===== src/rtl/hazard_pkg.sv =====
// Shared constants for the issue scoreboard: latency classes and index widths.
package hazard_pkg;

  localparam int unsigned LAT_W     = 3;
  localparam int unsigned MAX_LAT   = 4;
  localparam int unsigned REG_IDX_W = 5;

  localparam logic [LAT_W-1:0] LAT_ALU  = 3'd0;
  localparam logic [LAT_W-1:0] LAT_LOAD = 3'd1;
  localparam logic [LAT_W-1:0] LAT_MUL  = 3'd3;

endpackage


===== src/rtl/sb_reg_timer.sv =====
// Per-register cycles-until-available counter: loads a latency on issue, else counts down to 0.
module sb_reg_timer #(
  parameter int unsigned LAT_W = 3
) (
  input  logic             clk,
  input  logic             rst,
  input  logic             load_i,
  input  logic [LAT_W-1:0] lat_i,
  output logic [LAT_W-1:0] cnt_o,
  output logic             busy_o
);

  logic [LAT_W-1:0] cnt_q, cnt_d;

  always_comb begin
    cnt_d = cnt_q;
    if (load_i) begin
      cnt_d = lat_i;
    end else if (cnt_q != '0) begin
      cnt_d = cnt_q - 1'b1;
    end
  end

  always_ff @(posedge clk or posedge rst) begin
    if (rst) begin
      cnt_q <= '0;
    end else begin
      cnt_q <= cnt_d;
    end
  end

  assign cnt_o  = cnt_q;
  assign busy_o = (cnt_q != '0);

endmodule


===== src/rtl/issue_scoreboard.sv =====
// ID-stage issue gate: per-register latency timers, write-back port reservations and
// RAW/WAW/port hazard detection driving the single IF/ID stall line.
module issue_scoreboard #(
  parameter int unsigned NREG    = 32,
  parameter int unsigned MAX_LAT = hazard_pkg::MAX_LAT,
  parameter int unsigned LAT_W   = hazard_pkg::LAT_W,
  parameter int unsigned CNT_W   = 32
) (
  input  logic                            clk,
  input  logic                            rst,
  input  logic                            id_valid_i,
  input  logic [hazard_pkg::REG_IDX_W-1:0] rs1_i,
  input  logic [hazard_pkg::REG_IDX_W-1:0] rs2_i,
  input  logic                            rs1_used_i,
  input  logic                            rs2_used_i,
  input  logic [hazard_pkg::REG_IDX_W-1:0] rd_i,
  input  logic                            rd_we_i,
  input  logic [LAT_W-1:0]                lat_i,
  input  logic                            flush_i,
  output logic                            stall_o,
  output logic                            issue_o,
  output logic                            raw_stall_o,
  output logic                            waw_stall_o,
  output logic                            wb_stall_o,
  output logic [NREG-1:0]                 busy_o,
  output logic [CNT_W-1:0]                stall_cnt_o
);

  import hazard_pkg::*;

  logic [NREG-1:0][LAT_W-1:0] cnt;
  logic [MAX_LAT:0]           wb_sched_q, wb_sched_d;
  logic [CNT_W-1:0]           stall_cnt_q, stall_cnt_d;
  logic                       raw1, raw2, raw, waw, wb_hit;
  logic                       issue_wr;

  // x0 is hardwired: never busy, never blocks.
  assign cnt[0]    = '0;
  assign busy_o[0] = 1'b0;

  for (genvar r = 1; r < NREG; r++) begin : g_timer
    sb_reg_timer #(
      .LAT_W (LAT_W)
    ) u_timer (
      .clk    (clk),
      .rst    (rst),
      .load_i (issue_wr && (rd_i == REG_IDX_W'(r))),
      .lat_i  (lat_i),
      .cnt_o  (cnt[r]),
      .busy_o (busy_o[r])
    );
  end

  always_comb begin
    raw1 = rs1_used_i && (rs1_i != '0) && (cnt[rs1_i] != '0);
    raw2 = rs2_used_i && (rs2_i != '0) && (cnt[rs2_i] != '0);
    raw  = id_valid_i && (raw1 || raw2);
    waw  = id_valid_i && rd_we_i && (rd_i != '0) && (cnt[rd_i] > lat_i);
    // Port conflict: a booked write-back would land in the same cycle as ours.
    // lat_i == MAX_LAT looks one slot past the vector, which is always free.
    wb_hit = 1'b0;
    for (int k = 0; k < int'(MAX_LAT); k++) begin
      if (lat_i == LAT_W'(k) && wb_sched_q[k+1]) begin
        wb_hit = 1'b1;
      end
    end
    wb_hit = wb_hit && id_valid_i && rd_we_i;
  end

  assign raw_stall_o = raw;
  assign waw_stall_o = waw;
  assign wb_stall_o  = wb_hit;
  assign stall_o     = raw | waw | wb_hit;
  assign issue_o     = id_valid_i & ~stall_o & ~flush_i;
  assign issue_wr    = issue_o && rd_we_i && (rd_i != '0);

  always_comb begin
    wb_sched_d = wb_sched_q >> 1;
    if (issue_wr) begin
      for (int k = 0; k <= int'(MAX_LAT); k++) begin
        if (lat_i == LAT_W'(k)) begin
          wb_sched_d[k] = 1'b1;
        end
      end
    end
  end

  always_comb begin
    stall_cnt_d = stall_cnt_q;
    if (stall_o && (stall_cnt_q != '1)) begin
      stall_cnt_d = stall_cnt_q + 1'b1;
    end
  end

  always_ff @(posedge clk or posedge rst) begin
    if (rst) begin
      wb_sched_q  <= '0;
      stall_cnt_q <= '0;
    end else begin
      wb_sched_q  <= wb_sched_d;
      stall_cnt_q <= stall_cnt_d;
    end
  end

  assign stall_cnt_o = stall_cnt_q;

endmodule


===== config.mk =====
export PLATFORM = sky130hd
export DESIGN_NAME = issue_scoreboard
export DESIGN_NICKNAME = d
export VERILOG_FILES = /design/src/rtl/hazard_pkg.sv /design/src/rtl/sb_reg_timer.sv /design/src/rtl/issue_scoreboard.sv
export SDC_FILE = /design/constraint.sdc
export NUM_CORES = 1
export LEC_CHECK = 0
export ABC_AREA = 1
export ABC_CLOCK_PERIOD_IN_PS = 8700
export CELL_PAD_IN_SITES_DETAIL_PLACEMENT = 0
export CELL_PAD_IN_SITES_GLOBAL_PLACEMENT = 2
export CORE_UTILIZATION = 30
export DETAILED_ROUTE_END_ITERATION = 8
export GPL_TIMING_DRIVEN = 0
export PLACE_DENSITY_LB_ADDON = 0.1
export SLEW_MARGIN = 0
export SYNTH_ARGS = -nofsm -noshare
export SYNTH_HDL_FRONTEND = slang
export SYNTH_SLANG_ARGS = --single-unit

===== constraint.sdc =====
create_clock -name clk -period 8.7 [get_ports clk]
set_clock_uncertainty 0.05 [all_clocks]
set_input_delay 2.175 -clock clk [delete_from_list [all_inputs] [get_ports clk]]
set_output_delay 2.175 -clock clk [all_outputs]
set_load 0.005 [all_outputs]

==> results.md, run 1 <==
* Hold slack at 0.424 ns
* Final period demand of the worst path at 8.56 ns
* Top post-synthesis cells by area: dfrtp_1 (30%), nand2_1 (18%), ha_1 (7.7%), inv_1 (6.3%), nand4_1 (6.3%)
* Most frequent cells in the layout: nand2_1 (506), inv_1 (179), dfrtp_1 (129)
* Library cells used by synthesis at 35
* IO Pins at 94
* Setup TNS Final at 0 ns
* Area of the multi-input gates at 6230 um2
* Status: complete, no violations
* Post-synthesis average cell area at 6.74 um2
* Final net count at 1785
* DRT iter0 DRCs at 858
* Yosys top cell area share at 0.302
* Seq cells post-synth at 129
* RSZ-0062 raised after global routing: no
* Cells after Synth at 1584
* Worst setup EP type: output port
* Crit Reg-Reg Endpoint: g_timer[18].u_timer.cnt_o[2]$_DFFE_PP0P_
* Worst R2R Start: g_timer[21].u_timer.cnt_o[1]$_DFFE_PP0P_
* Hpwl dp at around 33000 um
* Total routed wirelength at 43400 um
* Max_cap viols at 0
* Cell count of the worst reg-to-reg path at 19
* Overall Global Routing Usage at 0.246
* Antenna Nets Post-Route at 0
* Clk Latency, worst-skew pair at 0.45 ns
* Initial Util at 0.307
* Post-route DRC violation count at 0
* Largest net degree at the start of global routing at 81
* Die width at 191 um
* Total congestion overflow at 0
* CP Data Required Time at 6.48 ns
* Tightest Pin Transition at 0.839 ns
* Layout cells sized above 1 at 0.0691
* PwrDens at 316 nW/um2
* CP Launch Point: rd_i[0]
* Max-slew headroom at 0.441
* Max rail drop VDD at 0.138 mV
* Std cell rows at 68
* Fin. max-slew vios at 0
* Register-to-register setup slack at 4.91 ns
* N_diodes at 0
* H-Tree Depth at 4
* CTS Buffer Depth at 2
* Crit share post-route at 0.984
* Post-DP Area at 12200 um2
* Warnings from Yosys at 0
* Critical path arrival at 6.33 ns
* TritonCTS clock tree: yes
* Number of CTS-inserted buffers at 17
* Area growth syn-to-layout at 20.5%
* First-pass GRT wire length at 65500 um
* Leakage at 6.39 nW
* PortBufs at 88
* Die area at 36400 um2
* Cell area after layout at 12900 um2
* Critical path type: in -> out
* Syn_nets at 1675
* GPL Wtd Cong at approximately 0.9
* Startpoint types: input pin
* Vias at 10.9k
* Die H at 191 um
* Hold/Removal Path Class: reg -> reg
* Vias per cell at 5.02
* Commonest non-fill, non-tap cell in the layout: nand2_1
* Fillers at ~3.8k
* Post-synth top area cell: dfrtp_1
* CTS hold repair buffers at 0
* Clk pin slew, worst setup/hold paths at 0.06 ns
* Vias in the first global route at 10.5k
* Clock root buffer: clkbuf_16
* Wire length per cell at around 20 um
* Setup violators final at 0
* Initial antenna violation count at 0
* Syn Std Cell Area at 10700 um2
* Num Clock Sinks at 129
* Reg area at 3230 um2
* Core ar. at 34800 um2
* Peak fanout along the critical path at 10
* Final Hold Fails at 0
* Seq/Total Area, Yosys at 0.302
* Top achievable clock speed at 0.117 GHz
* Setup crit end: issue_o
* Overall power at 4.07 mW
* First-pass DRT Iterations at 5
worst min path at each step:
stage                     cells past startpoint  slack [ns]                 endpoint                     from
after floorplan                               2        0.38  wb_sched_q[1]$_DFF_PP0_  wb_sched_q[2]$_DFF_PP0_
after global placement                        1        0.41  wb_sched_q[3]$_DFF_PP0_  wb_sched_q[4]$_DFF_PP0_
after detailed placement                      1        0.41  wb_sched_q[2]$_DFF_PP0_  wb_sched_q[3]$_DFF_PP0_
after CTS                                     1        0.43  wb_sched_q[2]$_DFF_PP0_  wb_sched_q[3]$_DFF_PP0_
after global routing                          1        0.44  wb_sched_q[2]$_DFF_PP0_  wb_sched_q[3]$_DFF_PP0_
final                                         1        0.42  wb_sched_q[2]$_DFF_PP0_  wb_sched_q[3]$_DFF_PP0_
metal layers:
metal,wire length [um],global-route usage,share of wire
met1,20700,0.345,0.48
met2,19600,0.383,0.45
met3,2050,0.0335,0.047
met4,1130,0.0849,0.026
met5,0,0,0
cells in the mapped netlist:
library cell,n
nand2_1,506
inv_1,180
dfrtp_1,129
nand4_1,107
nand3_1,104
nor2_1,95
ha_1,66
o21ai_0,64
xor2_1,47
xnor2_1,42
buf_4,41
clkbuf_1,36
a21oi_1,35
nor3_1,35
o22ai_1,29
buf_2,16
a22oi_1,6
o221ai_1,6
inv_2,5
a221oi_1,4
buf_1,4
nor2_2,4
nor4_1,4
clkinv_1,3
o2111ai_1,3
nor2_4,2
o21ai_1,2
o21bai_1,2
a211oi_1,1
and3_1,1
conb_1,1
mux2i_1,1
nand2_2,1
o32ai_1,1
o41ai_1,1
cell families after synthesis:
family,count (synthesis),synth area share
AO/OA/AOI/OAI,154,0.0829
XOR/XNOR,89,0.0730
adder cells (fa/ha/maj),66,0.0773
buffers and inverters,285,0.116
flip-flops,129,0.302
multiplexers,1,0.000937
other,1,0.000351
AND/OR/NAND/NOR,859,0.347
final cells by class:
type,instances,share of cell area
clock inverters,11,0.0143
plain buffers,97,0.0436
well taps,455,0.0442
multi-input cells,1170,0.484
inverters,188,0.0559
flip-flops and latches,129,0.251
repair buffers,91,0.0717
clock buffers,21,0.0358
power breakdown:
part | internal, mW | total [mW] | leakage [nW] | switching (mW)
clock | 0.521 | 0.821 | 0.321 | 0.300
sequential | 0.857 | 1.08 | 1.60 | 0.221
combinational | 0.911 | 2.17 | 4.47 | 1.26
state kept, by name, summed over array words and instances (netlist names):
register               flops
g_timer.u_timer.cnt_o     93
wb_sched_q                 4
stall_cnt_o               32
worst max-delay path: stages:
cell and delay, ns:
clkdlybuf4s50_1 0.59, inv_1 0.12, nor2_4 0.21, clkinv_4 0.17, clkbuf_4 0.29, o22ai_1 0.24, o21ai_0 0.12, nand4_1 0.20
nand2_1 0.10, nand2_1 0.17, ha_1 0.27, nand2_1 0.08, nor2_1 0.04, a211oi_1 0.20, nor3_1 0.11, nor2_1 0.17
nand4_1 0.16, nor2_4 0.14, clkbuf_4 0.22, clkdlybuf4s50_1 0.53
stage by stage:
stage,util,instances,setup slack [ns]
after detailed placement,0.350,2128,-0.828
after global placement,0.349,2127,-0.920
after global routing,0.370,2162,0.0138
after floorplan,-,1584,1.92
final,0.370,2162,0.143
after CTS,0.369,2161,0.00172
repair_timing:
item / in CTS / in global routing
pin swaps: 1 / 2
gates resized for setup: 16 / 13
endpoints found under the setup margin: 2 / 1
setup buffers: 1 / 1
Power figures use the tool's default switching activity.
==> inputs of run 2 (changes only) <==
- CTS_CLUSTER_SIZE: unset -> 25
- PLACE_DENSITY: unset -> 0.85
- PLACE_DENSITY_LB_ADDON: 0.1 -> unset
==> results.md, run 2 (synthesized netlist as in run 1, its figures left out) <==
* Cell area after layout at around 13000 um2
* Area growth syn-to-layout at 20.2%
* Crit share post-route at 0.970
* Overall power at 3.99 mW
* Status: complete, no violations
* Critical path arrival at 6.21 ns
* GPL Wtd Cong at 0.956
* PortBufs at 88
* RSZ-0062 raised after global routing: no
* CP max-delay cell: clkdlybuf4s50_1
* Clk Latency, worst-skew pair at 0.44 ns
* Cell Chain, Critical Path: clkdlybuf4s50_1 -> inv_1 -> nor2_1 -> clkinv_1 -> o2111ai_1 -> o32ai_2 -> ha_1 -> nand3_1 -> nand2_1 -> nor3_1 -> nor2_1 -> nand4_1 -> nor2_4 -> buf_2 -> clkdlybuf4s50_1
* Fillers at around 3.8k
* Final net count at 1784
* Vias in the first global route at 10.5k
* CP max stage delay at about 0.56 ns
* Leakage at 6.37 nW
* Worst setup EP type: output port
* Vias per cell at 5.08
* Cell count of the worst reg-to-reg path at 19
* H-Tree Depth at 4
* CTS hold repair buffers at 0
* Largest net degree at the start of global routing at 82
* Tightest Pin Transition at between 0.8 and 0.9 ns
* Post-DP Area at 12200 um2
* Final worst slack at 0.263 ns
* Hold/Removal Path Class: reg -> reg
* Most frequent cells in the layout: nand2_1 (506), inv_1 (179), dfrtp_1 (129)
* Hpwl dp at roughly 30000 um
* Wire length per cell at 18.8 um
* Vias at 11.0k
* Num Clock Sinks at roughly 130
* Die area at ~36000 um2
* Die width at 191 um
* Die H at 191 um
* Std cell rows at between 60 and 70
* Worst hold stages at 1
* Core ar. at approximately 35000 um2
* Largest register FFs at 93
* Number of CTS-inserted buffers at 17
* Final Hold Fails at 0
* Clock root buffer: clkbuf_16
* First-pass DRT Iterations at 7
* Initial Util at 0.307
* Clk pin slew, worst setup/hold paths at 0.06 ns
* Total congestion overflow at 0
* N_diodes at 0
* Dpl ws at -0.775 ns
* Fin. max-slew vios at 0
* TritonCTS clock tree: yes
* Max-slew headroom at 0.452
* Top achievable clock speed at around 0.12 GHz
* Max_cap viols at 0
* Max rail drop VDD at 0.151 mV
* Total routed wirelength at 40500 um
* Setup violators final at 0
* First-pass GRT wire length at 62100 um
* Critical path type: in -> out
* Post-route DRC violation count at 0
* Final period demand of the worst path at 8.44 ns
* CP Data Required Time at roughly 6.5 ns
* Startpoint types: input pin
* Overall Global Routing Usage at 0.229
* Commonest non-fill, non-tap cell in the layout: nand2_1
* Peak fanout along the critical path at 10
* PwrDens at 311 nW/um2
* IO Pins at 94
* Antenna Nets Post-Route at 0
* Layout cells sized above 1 at 0.0698
* CTS Buffer Depth at 2
* Initial antenna violation count at 0
* DRT iter0 DRCs at 976
run 2: worst paths after layout:
path	end	slack, ns	from
max	issue_o	0.26	rd_i[3]
min	wb_sched_q[2]$_DFF_PP0_	0.42	wb_sched_q[3]$_DFF_PP0_
max reg2reg	g_timer[20].u_timer.cnt_o[1]$_DFFE_PP0P_	4.97	g_timer[2].u_timer.cnt_o[1]$_DFFE_PP0P_
min reg2reg	wb_sched_q[2]$_DFF_PP0_	0.42	wb_sched_q[3]$_DFF_PP0_
max in group asynchronous	g_timer[31].u_timer.cnt_o[2]$_DFFE_PP0P_	5.60	rst
min in group asynchronous	g_timer[17].u_timer.cnt_o[2]$_DFFE_PP0P_	2.23	rst
run 2: cell type report:
cell class | count | area, um2 | area share
multi-input cells | 1170 | 6230 | 0.485
well taps | 455 | 569 | 0.0443
repair buffers | 91 | 928 | 0.0723
plain buffers | 96 | 557 | 0.0434
clock inverters | 15 | 186 | 0.0145
flip-flops and latches | 129 | 3230 | 0.251
clock buffers | 17 | 425 | 0.0331
inverters | 188 | 717 | 0.0558
run 2: critical path, delay by kind of cell:
family / cells / cell delay, ns
AO/OA/AOI/OAI: 2 / 0.59
buffers and inverters: 5 / 1.94
adder cells (fa/ha/maj): 1 / 0.32
AND/OR/NAND/NOR: 7 / 1.18
run 2: through the flow:
stage / hold WS [ns] / setup TNS (ns) / utilization / std cells
2_1_floorplan: 0.382 / 0 / - / 1584
3_3_place_gp: 0.400 / -0.857 / 0.349 / 2127
3_5_place_dp: 0.407 / -0.976 / 0.350 / 2128
4_1_cts: 0.421 / 0 / 0.368 / 2161
5_1_grt: 0.426 / 0 / 0.369 / 2161
6_report: 0.416 / 0 / 0.369 / 2161
run 2: power by group:
part / leakage, nW / switching (mW) / internal [mW]
clock network: 0.286 / 0.308 / 0.453
logic: 4.49 / 1.25 / 0.911
registers: 1.60 / 0.213 / 0.857
total: 6.37 / 1.77 / 2.22
run 2: routing by layer:
layer	up-vias	wire (um)	global-route usage
met4	0	941	0.0745
li1	5370	-	-
met3	56	2500	0.0420
met5	-	0	0
met2	390	18100	0.354
met1	5167	19000	0.319
run 2: what timing repair did:
action,CTS,global route
setup buffers,1,1
setup endpoints to repair,2,1
endpoints found under the hold margin,0,0
pin swaps,1,1
resized for setup,12,18
cloned,0,0
